<file path="config.mk">
export PLATFORM = sky130hd
export DESIGN_NAME = seq_timer_bank
export DESIGN_NICKNAME = d
export VERILOG_FILES = /design/src/rtl/seq_timer_bank.sv
export SDC_FILE = /design/constraint.sdc
export NUM_CORES = 1
export LEC_CHECK = 0
export CAP_MARGIN = 20
export CORE_MARGIN = 2
export CORE_UTILIZATION = 45
export CTS_BUF_LIST = sky130_fd_sc_hd__clkbuf_2 sky130_fd_sc_hd__clkbuf_4 sky130_fd_sc_hd__clkbuf_8
export DETAILED_ROUTE_END_ITERATION = 10
export MAX_ROUTING_LAYER = met4
export PLACE_DENSITY_LB_ADDON = 0.25
export REMOVE_ABC_BUFFERS = 1
export SYNTH_ARGS = -nofsm -noshare
export SYNTH_HDL_FRONTEND = slang
export SYNTH_SLANG_ARGS = --single-unit
</file>
<file path="constraint.sdc">
create_clock -name clk -period 3 [get_ports clk]
set_clock_uncertainty 0.05 [all_clocks]
set_input_delay 0.9 -clock clk [delete_from_list [all_inputs] [get_ports clk]]
set_output_delay 0.9 -clock clk [all_outputs]
set_load 0.1 [all_outputs]
</file>
<file path="src/rtl/seq_timer_bank.sv">
// Bank of NUM_CH independent timers that count on a shared prescaled tick.
// Each channel supports one-shot or auto-reload mode, pause, abort and retrigger.
// state  | meaning
// S_IDLE | stopped, count 0, waiting for start
// S_RUN  | counting toward tc on each tick
// S_DONE | one-shot reached tc; count holds tc and done is set
module seq_timer_bank #(
  parameter int NUM_CH   = 4,
  parameter int CNT_W    = 8,
  parameter int PRESCALE = 1,
  localparam int CH_W    = (NUM_CH > 1) ? $clog2(NUM_CH) : 1
) (
  input  logic                    clk,
  input  logic                    rst_n,
  input  logic [NUM_CH-1:0]       ch_start,
  input  logic [NUM_CH-1:0]       ch_stop,
  input  logic [NUM_CH-1:0]       ch_pause,
  input  logic                    cfg_wr,
  input  logic [CH_W-1:0]         cfg_ch,
  input  logic [CNT_W-1:0]        cfg_tc,
  input  logic                    cfg_reload,
  output logic                    cfg_err,
  output logic [NUM_CH-1:0]       ch_busy,
  output logic [NUM_CH-1:0]       ch_done,
  output logic [NUM_CH-1:0]       ch_expire,
  output logic [NUM_CH*CNT_W-1:0] ch_count
);

  typedef enum logic [1:0] {
    S_IDLE = 2'd0,
    S_RUN  = 2'd1,
    S_DONE = 2'd2
  } state_e;

  state_e           state_q [NUM_CH];
  state_e           state_d [NUM_CH];
  logic [CNT_W-1:0] count_q [NUM_CH];
  logic [CNT_W-1:0] count_d [NUM_CH];
  logic [CNT_W-1:0] tc_q    [NUM_CH];
  logic [CNT_W-1:0] tc_d    [NUM_CH];
  logic [NUM_CH-1:0] reload_q, reload_d;
  logic [NUM_CH-1:0] done_q, done_d;
  logic [NUM_CH-1:0] expire_q, expire_d;
  logic [NUM_CH-1:0] cfg_hit;
  logic              cfg_err_q, cfg_err_d;
  logic              tick;

  if (PRESCALE > 1) begin : g_ps
    localparam int PS_W = $clog2(PRESCALE);
    logic [PS_W-1:0] ps_q;

    assign tick = (ps_q == PS_W'(PRESCALE - 1));

    always_ff @(posedge clk or negedge rst_n) begin
      if (!rst_n) ps_q <= '0;
      else        ps_q <= tick ? '0 : ps_q + PS_W'(1);
    end
  end else begin : g_no_ps
    assign tick = 1'b1;
  end

  always_comb begin
    cfg_hit = '0;
    for (int i = 0; i < NUM_CH; i++) begin
      state_d[i]  = state_q[i];
      count_d[i]  = count_q[i];
      tc_d[i]     = tc_q[i];
      reload_d[i] = reload_q[i];
      done_d[i]   = done_q[i];
      expire_d[i] = 1'b0;

      // tc_d/reload_d double as the settings for a start in this same cycle
      cfg_hit[i] = cfg_wr && (cfg_ch == CH_W'(i)) && (state_q[i] != S_RUN);
      if (cfg_hit[i]) begin
        tc_d[i]     = cfg_tc;
        reload_d[i] = cfg_reload;
      end

      if (ch_stop[i]) begin
        state_d[i] = S_IDLE;
        count_d[i] = '0;
        done_d[i]  = 1'b0;
      end else if (ch_start[i]) begin
        count_d[i] = '0;
        if (tc_d[i] == '0) begin
          state_d[i]  = S_DONE;
          done_d[i]   = 1'b1;
          expire_d[i] = 1'b1;
        end else begin
          state_d[i] = S_RUN;
          done_d[i]  = 1'b0;
        end
      end else if (state_q[i] == S_RUN && tick && !ch_pause[i]) begin
        if (count_q[i] == tc_q[i] - CNT_W'(1)) begin
          expire_d[i] = 1'b1;
          if (reload_q[i]) begin
            count_d[i] = '0;
          end else begin
            count_d[i] = tc_q[i];
            state_d[i] = S_DONE;
            done_d[i]  = 1'b1;
          end
        end else begin
          count_d[i] = count_q[i] + CNT_W'(1);
        end
      end
    end
    cfg_err_d = cfg_wr && (cfg_hit == '0);
  end

  always_ff @(posedge clk or negedge rst_n) begin
    if (!rst_n) begin
      for (int i = 0; i < NUM_CH; i++) begin
        state_q[i] <= S_IDLE;
        count_q[i] <= '0;
        tc_q[i]    <= '1;
      end
      reload_q  <= '0;
      done_q    <= '0;
      expire_q  <= '0;
      cfg_err_q <= 1'b0;
    end else begin
      for (int i = 0; i < NUM_CH; i++) begin
        state_q[i] <= state_d[i];
        count_q[i] <= count_d[i];
        tc_q[i]    <= tc_d[i];
      end
      reload_q  <= reload_d;
      done_q    <= done_d;
      expire_q  <= expire_d;
      cfg_err_q <= cfg_err_d;
    end
  end

  for (genvar g = 0; g < NUM_CH; g++) begin : g_out
    assign ch_busy[g]                   = (state_q[g] == S_RUN);
    assign ch_count[g*CNT_W +: CNT_W]   = count_q[g];
  end

  assign ch_done   = done_q;
  assign ch_expire = expire_q;
  assign cfg_err   = cfg_err_q;

endmodule

</file>
== Word-level counts from Yosys, hierarchy flattened ==
Cells that the tools add are included.

* Register bits: 85
* Input port bits: 26

* Add/sub/neg operators: 8
* Equality and inequality tests: 19
* Multiplexer cells: 88
* Reduce and logical (&&, ||, !) cells: 35

{| class="wikitable"
|+ Operators with widths
! kind !! count
|-
| $mux 8 || 24
|-
| $mux 2 || 24
|-
| $mux 1 || 40
|-
| $add 8x1->8 const B || 4
|-
| $eq 8x8->1 || 4
|-
| $logic_not 8->1 || 4
|-
| $sub 8x1->8 const B || 4
|-
| $reduce_bool 3->1 || 8
|-
| $logic_and 1x1->1 || 13
|-
| $ne 3x3->1 const B || 4
|-
| $reduce_and 3->1 || 4
|-
| $eq 2x1->1 const B || 5
|-
| $ne 2x1->1 const B || 4
|-
| $eq 2x2->1 const B || 2
|-
| $logic_not 1->1 || 4
|-
| $logic_not 4->1 || 1
|-
| $logic_not 2->1 || 1
|}

== Logic depth before layout (Yosys ltp) ==
* Word-level depth: 8
* Gate-level depth with buffers: 10

== Worst setup path after synthesis ==
Ideal clock, no wire load.

* Path type: reg-to-reg
* Start: register state_q[3] in the netlist's numbering
* End: register state_q[3] in the netlist's numbering
* Setup time: 66 ps
* Arrival: 3042 ps
* Setup slack: -158 ps
* Cell stages (with the launch flop): 6
* Buffers on the path: 0
* Period minus slack after synthesis: 3158 ps
* Cell sequence: dfrtp_1 nor2b_1 nor3_1 or4bb_1 a31oi_1 o31a_1

{| class="wikitable"
|+ RTL lines
! item !! line !! text
|-
| start: declaration || 35 || <nowiki>state_e state_q [NUM_CH];</nowiki>
|-
| start signal: indexed assignment || 124 || <nowiki>state_q[i] <= state_d[i];</nowiki>
|-
| $eq 2x1->1 || -- ||
|-
| via ch_busy[2] || 23 || <nowiki>output logic [NUM_CH-1:0] ch_busy,</nowiki>
|-
| $logic_and 1x1->1 || 93 || <nowiki>end else if (state_q[i] == S_RUN && tick && !ch_pause[i]) begin</nowiki>
|-
| $reduce_bool 3->1 (no line) || -- ||
|-
| $reduce_and 3->1 (no line) || -- ||
|}

The timed path passes the listed nets, and every way through them passes these cells.
A chain may end at the register's enable or synchronous reset.

== Final worst setup path ==
* Start: register tc_q[24] in the netlist's numbering
* End: register count_q (netlist bit ch_count[4])

* Longest elaborated chain between the ends: 6

{| class="wikitable"
|+ Ends and longest elaborated chain
! item !! line !! text
|-
| start: declaration || 39 || <nowiki>logic [CNT_W-1:0] tc_q [NUM_CH];</nowiki>
|-
| start signal: indexed assignment || 126 || <nowiki>tc_q[i] <= tc_d[i];</nowiki>
|-
| $sub 8x1->8 || 94 || <nowiki>if (count_q[i] == tc_q[i] - CNT_W'(1)) begin</nowiki>
|-
| $eq 8x8->1 || 94 ||
|-
| $mux 8 || 94 ||
|-
| $mux 8 || 93 ||
|-
| $mux 8 || 83 || <nowiki>end else if (ch_start[i]) begin</nowiki>
|-
| $mux 8 || 79 || <nowiki>if (ch_stop[i]) begin</nowiki>
|-
| end signal: indexed assignment || 125 || <nowiki>count_q[i] <= count_d[i];</nowiki>
|-
| end: declaration || 37 || <nowiki>logic [CNT_W-1:0] count_q [NUM_CH];</nowiki>
|}

No other way between the ends. The select of a mux whose other input is x is not followed.

==> results by stage <==
Pwr:
- The standby leakage power is 2.55 nW.
- The switching power total is 1.07 mW.
- The combinational fraction of design power is 0.237.
- Of the total power, registers draw 0.445.
- For this design the ratio of total power to cell area is 548 nW/um^2.
- The share of total power dissipated in the clock network is 0.318.
- The maximum vdd drop is 0.263 mV.
- The switching share of total power is 0.317.
- Cell internal power was estimated by the tool at 2.30 mW.

Worst setup path:
- The signal on the critical path passes through inv_1, ha_1, xor2_1, nor2_1, o32ai_1, and4b_2, nor2_1, nand2_1, o311ai_0.
- In this design, the critical path's most frequently occurring cell is sky130_fd_sc_hd__nor2_1.
- For this run, the slowest stage of the critical path takes 610 ps.
- The category of the worst setup path launch point is a flop.
- STA classifies the critical path endpoint as a flop.
- The slowest stage of the critical path is the sky130_fd_sc_hd__dfstp_2 cell.
- The data arrival time of the critical path is 2900 ps.
- The critical path required time is 3200 ps.
- The category of the most critical setup path is reg -> reg.
- The maximum fanout along the worst path is 14.

GRT:
- The total overflow left after global routing is 0.
- The met3 routing resource usage after global routing is 0.0364.
- For this run, global-route usage on met2 was measured as 0.375.
- In the global route stage, met1 resource usage came out at 0.316.
- For this run, the total global-route usage over all layers was measured as 0.237.
- The largest net degree at the start of global routing is 48.
- The layer with the highest usage after global routing is met2.
- The initial antenna violation count is 0.
- The number of global-route vias before repair came to 4,407.
- The global-route wire length before repair is 21,800 um.

Cells and area:
- The final antenna diode count is 0.
- The top cell types in the final layout, fill and taps aside, are sky130_fd_sc_hd__buf_4, sky130_fd_sc_hd__nand2_1, sky130_fd_sc_hd__dfrtp_1.
- The library cell used most frequently in the layout, excluding fill and tap cells, is sky130_fd_sc_hd__buf_4.
- The count of fill cells added during filler insertion is 972.
- For this run, the post-layout net count is 671.
- The proportion of layout cells with a drive suffix above 1 is 0.243.
- The cell area after layout is 6150 um^2.
- From synthesis to final layout, the design area changed by 20.9%.
- The finished layout holds 782 standard cells, fillers aside.

Logic synthesis:
- The area share of the leading cell type in the synthesized netlist is 0.241.
- The number of enable-type register cells in the synthesized netlist is 0.
- In the post-synthesis netlist, the biggest area contributors are sky130_fd_sc_hd__dfrtp_1, sky130_fd_sc_hd__dfstp_2, sky130_fd_sc_hd__mux2_2.
- The average footprint of a synthesized cell is 9.06 um^2.
- In the synthesized netlist, the number of instances is 562.
- The combined area of all synthesized cells is 5090 um^2.
- Among all flip-flop cells after synthesis, the most frequent one is sky130_fd_sc_hd__dfrtp_1.
- Counting distinct cell types in the post-synthesis netlist gives 64.
- The count of yosys warnings during synthesis is 0.
- Counting flops and latches in the post-synthesis netlist gives 81.
- The largest total area in the synthesized netlist belongs to sky130_fd_sc_hd__dfrtp_1.
- The proportion of synthesized chip area in sequential cells is 0.406.
- Counting flops with an async set or reset pin after synthesis yields a share of 1.00.

Drt:
- The final wirelength is 13,200 um.
- The number of DRC violations after detailed-routing iteration 0 is 247.
- In the final routed layout, each cell accounts on average for 16.8 um.
- The final route contains 4,519 vias.
- The count of unresolved DRC violations after routing is 0.
- Using the TritonRoute via totals, the vias-per-cell ratio works out to 5.78.
- In this run the remaining antenna-violating nets after routing total 0.
- Before antenna repair, the detailed router went through 4 iterations.

Timing:
- The clock period could shrink to 2710 ps.
- Dividing the final minimum period by the clock period gives 0.902.
- The setup violation total in the final timing report is 0.
- The total count of hold-check failures in the final report came to 0.
- For the pin with the worst max-slew slack, the measured transition is 874 ps.
- The fmax is 369 MHz.
- The number of pins exceeding their max-slew limit in the final report was 0.
- The max-slew headroom at the worst pin is 0.413.
- Setup repair after global routing left no endpoint under its margin.

Clock tree:
- Once the clock tree was built, the resizer swapped 0 gates to a different size.
- The clock transition at the register clock pins on the worst setup and hold paths after CTS is 90 ps.
- The largest buffer count on any clock path is 2.
- The buffer count from post-CTS setup fixing is 0.
- The clock tree from TritonCTS is done.
- The H-tree depth reported by CTS is 3.
- The count of hold buffers inserted by post-cts repair is 0.
- The clock buffer count from CTS is 9.
- The number of sinks handled by clock tree synthesis is 81.
- The later pin in the worst-skew pair is clocked with a latency of 370 ps.
- The clock root buffer master is sky130_fd_sc_hd__clkbuf_8.

Outcome:
- The run finished with clean final reports.

Floorplanning:
- The total I/O pin count is 71.
- The initial utilization of the core area, before any placement, comes to 0.465.
- Row generation in the floorplan step produced 38 rows.
- The floorplan step set the die width to 110 um.
- The die covers 12,200 um^2.
- Measured along the y axis, the die boundary spans 110 um.
- The area of the core is 10,900 um^2.

Place:
- The total cell area at the placement stage is 5890 um^2.
- The global placement routability congestion is 0.889.
- Detailed placement ended at an HPWL of 9660 um.
- Including well taps, the total number of placed cells is 766.
- Port buffering added 70 buffers.

Min path:
- The min-delay analysis places its worst path in the category in -> async.

Run:
- The max-cap check violation count is 0.
[cell families (layout without fill, tap and decap cells)]
group / count (synthesis) / in the layout / synth area share
buffers and inverters: 47 / 127 / 0.0408
multiplexers: 29 / 29 / 0.0637
AND/OR/NAND/NOR: 231 / 231 / 0.242
AO/OA/AOI/OAI: 131 / 131 / 0.168
adder cells (fa/ha/maj): 8 / 8 / 0.0197
XOR/XNOR: 35 / 35 / 0.0602
flip-flops: 81 / 81 / 0.406
[state kept, by name, indices dropped and copies added, names as in the netlist]
signal and count:
ch_count 32, tc_q 32, state_q 8, ch_expire 4
reload_q 4, cfg_err 1
[final cells by class]
class                      count  area, um^2  area share
inverter                      22        82.6      0.0134
tap                          140         175      0.0285
multi-input combinational    434        2820       0.459
clock inverter                 5         128      0.0207
sequential                    81        2070       0.336
clock buffer                  11         139      0.0226
timing repair buffer          89         741       0.120
[Yosys cell counts (all sizes together) (7+ instances only)]
master and instances:
clkbuf 15, a21oi 24, dfstp 32, nor3 22, nand3b 7, xnor2 19
a32oi 9, dfrtp 49, nand3 26, inv 22, ha 8, a31oi 11
xor2 16, nor2b 13, nand2 53, mux2 27, o21ai 47, and3 15
nor2 44, buf 10, nand2b 9
[power groups by stage]
stage               registers, mW  logic (mW)  clock network [mW]
finish                       1.50       0.798                1.07
global placement             1.51       0.772                   0
floorplan                    1.51       0.527                   0
detailed placement           1.52       0.795                   0
CTS                          1.50       0.799                1.09
global route                 1.53       0.877                1.13
[per-stage QoR]
step	setup TNS, ps	setup slack, ps	hold slack (ps)	utilization	power, mW
floorplan	-24750	-931	406	-	2.03
global placement	0	114	421	0.538	2.28
detailed placement	0	116	428	0.538	2.31
CTS	0	155	452	0.563	3.39
global route	0	21.2	467	0.563	3.54
finish	0	293	436	0.563	3.37
[per-layer routing]
layer | wire length (um) | vias to the layer above | share of wire
met2 | 6260 | 89 | 0.48
met5 | 0 | - | 0
met1 | 6210 | 2220 | 0.47
met4 | 206 | 0 | 0.016
li1 | - | 2191 | -
met3 | 484 | 19 | 0.037
[final timing paths]
| kind | startpoint | end | slack [ps] | depth (start not counted) |
|---|---|---|---|---|
| setup / recovery | tc_q[24]$_DFF_PN1_ | ch_count[4]$_DFFE_PN0P_ | 290 | 9 |
| hold / removal | rst_n | ch_count[3]$_DFFE_PN0P_ | 440 | 1 |
| setup reg to reg | tc_q[24]$_DFF_PN1_ | ch_count[4]$_DFFE_PN0P_ | 290 | 9 |
| hold reg to reg | state_q[0]$_DFFE_PN0P_ | state_q[0]$_DFFE_PN0P_ | 450 | 1 |
| max in group asynchronous | rst_n | tc_q[14]$_DFF_PN1_ | 1790 | 2 |
| min in group clk | state_q[0]$_DFFE_PN0P_ | state_q[0]$_DFFE_PN0P_ | 450 | 1 |
[worst max-delay path, delay by kind of cell (launching register included)]
family	cells	cell delay, ps
compound gates	2	580
xor+xnor	1	170
fa+ha+maj	1	270
buf+inv	1	70
flops	1	610
simple gates	4	840
Power figures use the tool's default switching activity.
